[config.mk]
export PLATFORM = sky130hd
export DESIGN_NAME = spi_master_ctrl
export DESIGN_NICKNAME = d
export VERILOG_FILES = /design/src/rtl/spi_master_ctrl.sv
export SDC_FILE = /design/constraint.sdc
export NUM_CORES = 1
export LEC_CHECK = 0
export ABC_AREA = 1
export BUFFER_PORTS_ARGS = -buffer_cell sky130_fd_sc_hd__buf_4
export CAP_MARGIN = 20
export CORE_MARGIN = 1.5
export CORE_UTILIZATION = 60
export DETAILED_ROUTE_END_ITERATION = 8
export GPL_ROUTABILITY_DRIVEN = 0
export PLACE_DENSITY = 0.82
export SLEW_MARGIN = 20
export SYNTH_ARGS = -nofsm -noshare
export SYNTH_HDL_FRONTEND = slang
export SYNTH_SLANG_ARGS = --single-unit
export TNS_END_PERCENT = 50
[constraint.sdc]
create_clock -name clk_in -period 3.5 [get_ports clk_in]
set_input_delay 0 -clock clk_in [delete_from_list [all_inputs] [get_ports clk_in]]
set_output_delay 0 -clock clk_in [all_outputs]
set_load 0.02 [all_outputs]
[src/rtl/spi_master_ctrl.sv]
// SPI master transfer sequencer, mode 0 (CPOL=0, CPHA=0), MSB first.
// One DATA_W-bit word per accepted start request. SCLK is derived from
// clk_in by a half-period counter; every output comes straight from a flop.
module spi_master_ctrl #(
  parameter int DATA_W  = 8,
  parameter int CLK_DIV = 4
) (
  input  logic              clk_in,
  input  logic              rst_n,
  input  logic              start,
  input  logic [DATA_W-1:0] tx_data,
  output logic              busy,
  output logic              done,
  output logic [DATA_W-1:0] rx_data,
  output logic              sclk,
  output logic              mosi,
  input  logic              miso,
  output logic              cs_n
);

  localparam int CNT_W = $clog2(CLK_DIV + 1);
  localparam int BIT_W = $clog2(DATA_W + 1);

  typedef enum logic [1:0] {
    IDLE,
    SETUP,
    XFER,
    HOLD
  } state_t;

  state_t              state_q,   state_d;
  logic [CNT_W-1:0]    cnt_q,     cnt_d;
  logic [BIT_W-1:0]    bit_cnt_q, bit_cnt_d;
  logic [DATA_W-1:0]   tx_sh_q,   tx_sh_d;
  logic [DATA_W-1:0]   rx_sh_q,   rx_sh_d;
  logic [DATA_W-1:0]   rx_data_q, rx_data_d;
  logic                busy_q,    busy_d;
  logic                done_q,    done_d;
  logic                sclk_q,    sclk_d;
  logic                mosi_q,    mosi_d;
  logic                cs_n_q,    cs_n_d;

  // A tick marks the last clk_in cycle of an SCLK half-period.
  logic tick;
  assign tick = (state_q != IDLE) && (cnt_q == CNT_W'(CLK_DIV - 1));

  // Next-state and next-output logic for the transfer sequencer.
  always_comb begin
    // NOTE: every signal gets its hold value first so no path leaves it
    // unassigned; without these defaults synthesis would infer latches.
    state_d   = state_q;
    bit_cnt_d = bit_cnt_q;
    tx_sh_d   = tx_sh_q;
    rx_sh_d   = rx_sh_q;
    rx_data_d = rx_data_q;
    busy_d    = busy_q;
    done_d    = 1'b0;
    sclk_d    = sclk_q;
    mosi_d    = mosi_q;
    cs_n_d    = cs_n_q;

    if (state_q == IDLE || tick) begin
      cnt_d = '0;
    end else begin
      cnt_d = cnt_q + CNT_W'(1);
    end

    case (state_q)
      IDLE: begin
        if (start) begin
          tx_sh_d   = tx_data;
          mosi_d    = tx_data[DATA_W-1];
          cs_n_d    = 1'b0;
          busy_d    = 1'b1;
          bit_cnt_d = '0;
          state_d   = SETUP;
        end
      end

      SETUP: begin
        // End of the MOSI setup half-period: first rising SCLK edge.
        if (tick) begin
          sclk_d    = 1'b1;
          rx_sh_d   = {rx_sh_q[DATA_W-2:0], miso};
          bit_cnt_d = BIT_W'(1);
          state_d   = XFER;
        end
      end

      XFER: begin
        if (tick) begin
          if (sclk_q) begin
            // Falling edge: present the next bit unless the word is complete.
            sclk_d = 1'b0;
            if (bit_cnt_q != BIT_W'(DATA_W)) begin
              tx_sh_d = tx_sh_q << 1;
              mosi_d  = tx_sh_q[DATA_W-2];
            end
          end else if (bit_cnt_q == BIT_W'(DATA_W)) begin
            // Last low half-period done; SCLK stays low through HOLD.
            state_d = HOLD;
          end else begin
            // Rising edge: sample MISO into the receive shifter.
            sclk_d    = 1'b1;
            rx_sh_d   = {rx_sh_q[DATA_W-2:0], miso};
            bit_cnt_d = bit_cnt_q + BIT_W'(1);
          end
        end
      end

      HOLD: begin
        if (tick) begin
          cs_n_d    = 1'b1;
          busy_d    = 1'b0;
          done_d    = 1'b1;
          rx_data_d = rx_sh_q;
          mosi_d    = 1'b0;
          state_d   = IDLE;
        end
      end

      default: begin
        state_d = IDLE;
      end
    endcase
  end

  // State and output registers; reset aborts any transfer immediately.
  always_ff @(posedge clk_in or negedge rst_n) begin
    if (!rst_n) begin
      state_q   <= IDLE;
      cnt_q     <= '0;
      bit_cnt_q <= '0;
      tx_sh_q   <= '0;
      rx_sh_q   <= '0;
      rx_data_q <= '0;
      busy_q    <= 1'b0;
      done_q    <= 1'b0;
      sclk_q    <= 1'b0;
      mosi_q    <= 1'b0;
      cs_n_q    <= 1'b1;
    end else begin
      // NOTE: non-blocking assignments so every flop samples the values from
      // before this edge, independent of statement order.
      state_q   <= state_d;
      cnt_q     <= cnt_d;
      bit_cnt_q <= bit_cnt_d;
      tx_sh_q   <= tx_sh_d;
      rx_sh_q   <= rx_sh_d;
      rx_data_q <= rx_data_d;
      busy_q    <= busy_d;
      done_q    <= done_d;
      sclk_q    <= sclk_d;
      mosi_q    <= mosi_d;
      cs_n_q    <= cs_n_d;
    end
  end

  assign busy    = busy_q;
  assign done    = done_q;
  assign rx_data = rx_data_q;
  assign sclk    = sclk_q;
  assign mosi    = mosi_q;
  assign cs_n    = cs_n_q;

endmodule
==> run metrics <==
status completed; RR Endpoint rx_sh_q[2]; CP max FO 18; Peak VDD IR 598.2 uV; Die Span X 60.07 um; nets 285; f_max 457.7 MHz; setup bufs post-CTS 0; DR WL/cell roughly 11 um; Leak Pwr between 1 and 1.5 nW; reg2reg path depth 6; vias 1539; Mapped Cells 236; Overflow after GRT 0; top cells by area, synth dfrtp_1, nand2_1, ha_1, inv_1, nand4_1; residual DRC count 0; Hold Crit Start tx_data[3]; count of final setup violators 0; overall routing resource usage about 22%; Hold EP tx_sh_q[3]; post-route cell area 0.002258 mm^2; number of port buffers 24; leading cell type in the layout, fill and taps excluded nand2_1; crit path capture type flop; Reg2Reg Setup Slack approximately 1.3 ns; CP Class flop to flop; Core ar. 0.003078 mm^2; CTS clk-pin slew, worst paths 0.11 ns; HP Class primary input to flop; arrival time worst endpoint 2.46 ns; Synth-to-Final Area Change 15.56%; worst slew pin tran 0.7572 ns; hpwl dp roughly 2400 um; max_cap viols 0; clk_skew roughly 0.0034 ns; pin count of the biggest net entering global routing 38; n_diodes 0; global-route wire length before repair 5899 um; initial antenna violation count 0; placed cell area 0.002140 mm^2; clock root buffer clkbuf_4; die height 60.07 um; Clock Latency Late Sink between 0.3 and 0.4 ns; Slew HR 49.52%; IO Count 25; vias in the first global route 1381; CTS tree yes; number of CTS-inserted buffers 5; Slew Limit Fails 0; post-synthesis sequential area ratio 47.44%; CTS max path bufs 2; Synth Net Count 257; most frequent cells in the layout nand2_1, dfrtp_1, inv_1, buf_4, nor2_1; Detailed Route WL 3503 um; H-tree Lvls 2; vias per cell 4.981; Final Cycle Share 62.42%; Synth top area share 46.09%; iteration-0 DRC count of the detailed router 73; Rows 20; post-synth cell types 26; hold path cells 5; Synth area leader dfrtp_1; initial core utilization 63.50%; Synth Register Bits 37; final hold violations 0; Worst Path Required 3.77 ns; drt first pass iters 4; R2R Path Start state_q[0]; Post-Synthesis Cell Area 0.001954 mm^2; post-route ant nets 0; Die Footprint approximately 0.0036 mm^2; layout cells sized above 1 20.38%; fin crit period 2.185 ns; final setup TNS 0 ns; Worst setup SP type flop; # clock sinks 37; Resize count post-CTS 0; Synth warnings 0; synthesized area per cell 8.281 um^2; RSZ-0062 raised after global routing false; Power Density approximately 800 mW/mm^2
==> sequential cells by signal (all words and copies together) (netlist names) <==
name,flops
state_q,2
rx_data,8
sclk,1
tx_sh_q,7
done,1
cs_n,1
cnt_q,3
busy,1
rx_sh_q,8
bit_cnt_q,4
mosi,1
==> where the power goes <==
part	internal, mW	switching [mW]	total (mW)
registers	0.560	0.0729	0.633
logic	0.297	0.565	0.861
clock network	0.170	0.147	0.316
==> logic make-up (layout without fill, tap and decap cells) <==
kind of cell	after synthesis	count (layout)	synth area share, %
AO/OA/AOI/OAI	19	19	6.530
buffers and inverters	36	65	8.770
flip-flops	37	37	47.44
AND/OR/NAND/NOR	135	135	31.50
adder cells (fa/ha/maj)	9	9	5.762
==> through the flow <==
stage	setup slack [ns]	power, mW	utilization, %	std cells	hold slack (ns)
finish	1.315	1.811	73.37	309	0.001986
global route	1.137	1.965	73.37	309	0.02215
CTS	1.305	1.813	73.37	309	0.0008903
detailed placement	1.324	1.490	69.51	298	-0.02003
global placement	1.404	1.473	69.51	298	-0.01944
floorplan	2.016	1.297	-	236	-0.2956
==> repair_timing <==
action,in CTS,in global routing
endpoints found under the setup margin,0,0
hold buffers,3,0
hold endpoints to repair,39,0
==> critical path, stage by stage (launching register included) <==
cell and delay [ns]:
dfrtp_1 0.43, inv_1 0.11, ha_1 0.66, nand4_4 0.38
nand3_4 0.34, nand2_1 0.12, o21ai_2 0.07
==> worst max-delay path by stage <==
stage                       to  cells past startpoint  slack (ns)        from
floorplan                 sclk                     10        2.02  state_q[0]
global placement          sclk                      5        1.40  state_q[0]
detailed placement        sclk                      5        1.32  state_q[0]
CTS                 rx_sh_q[2]                      6        1.31  state_q[0]
global route        rx_sh_q[6]                      6        1.14  state_q[0]
finish              rx_sh_q[2]                      6        1.32  state_q[0]
==> cell usage after synthesis (all sizes together) <==
cell	instances
dfstp	1
dfrtp	36
clkbuf	1
o21a	1
clkinv	1
o21ai	18
nor2	17
inv	29
nand3	9
or2	1
ha	9
buf	5
nand2	94
nand4	14
==> routing by layer <==
layer  global-route usage (%)  share of wire, %
met5                        0                 0
met4                    7.937              0.97
met3                    6.710               4.2
met2                    35.87                48
met1                    28.73                47
==> layout make-up <==
type | instances | area, um^2
clock buffers | 6 | 51.30
clock inverters | 2 | 37.54
fillers | 243 | 819.5
inverters | 30 | 121.4
multi-input cells | 163 | 855.8
flip-flops and latches | 37 | 927.1
well taps | 44 | 55.05
repair buffers | 27 | 210.2
No activity file was read; power rests on OpenSTA's default activity.
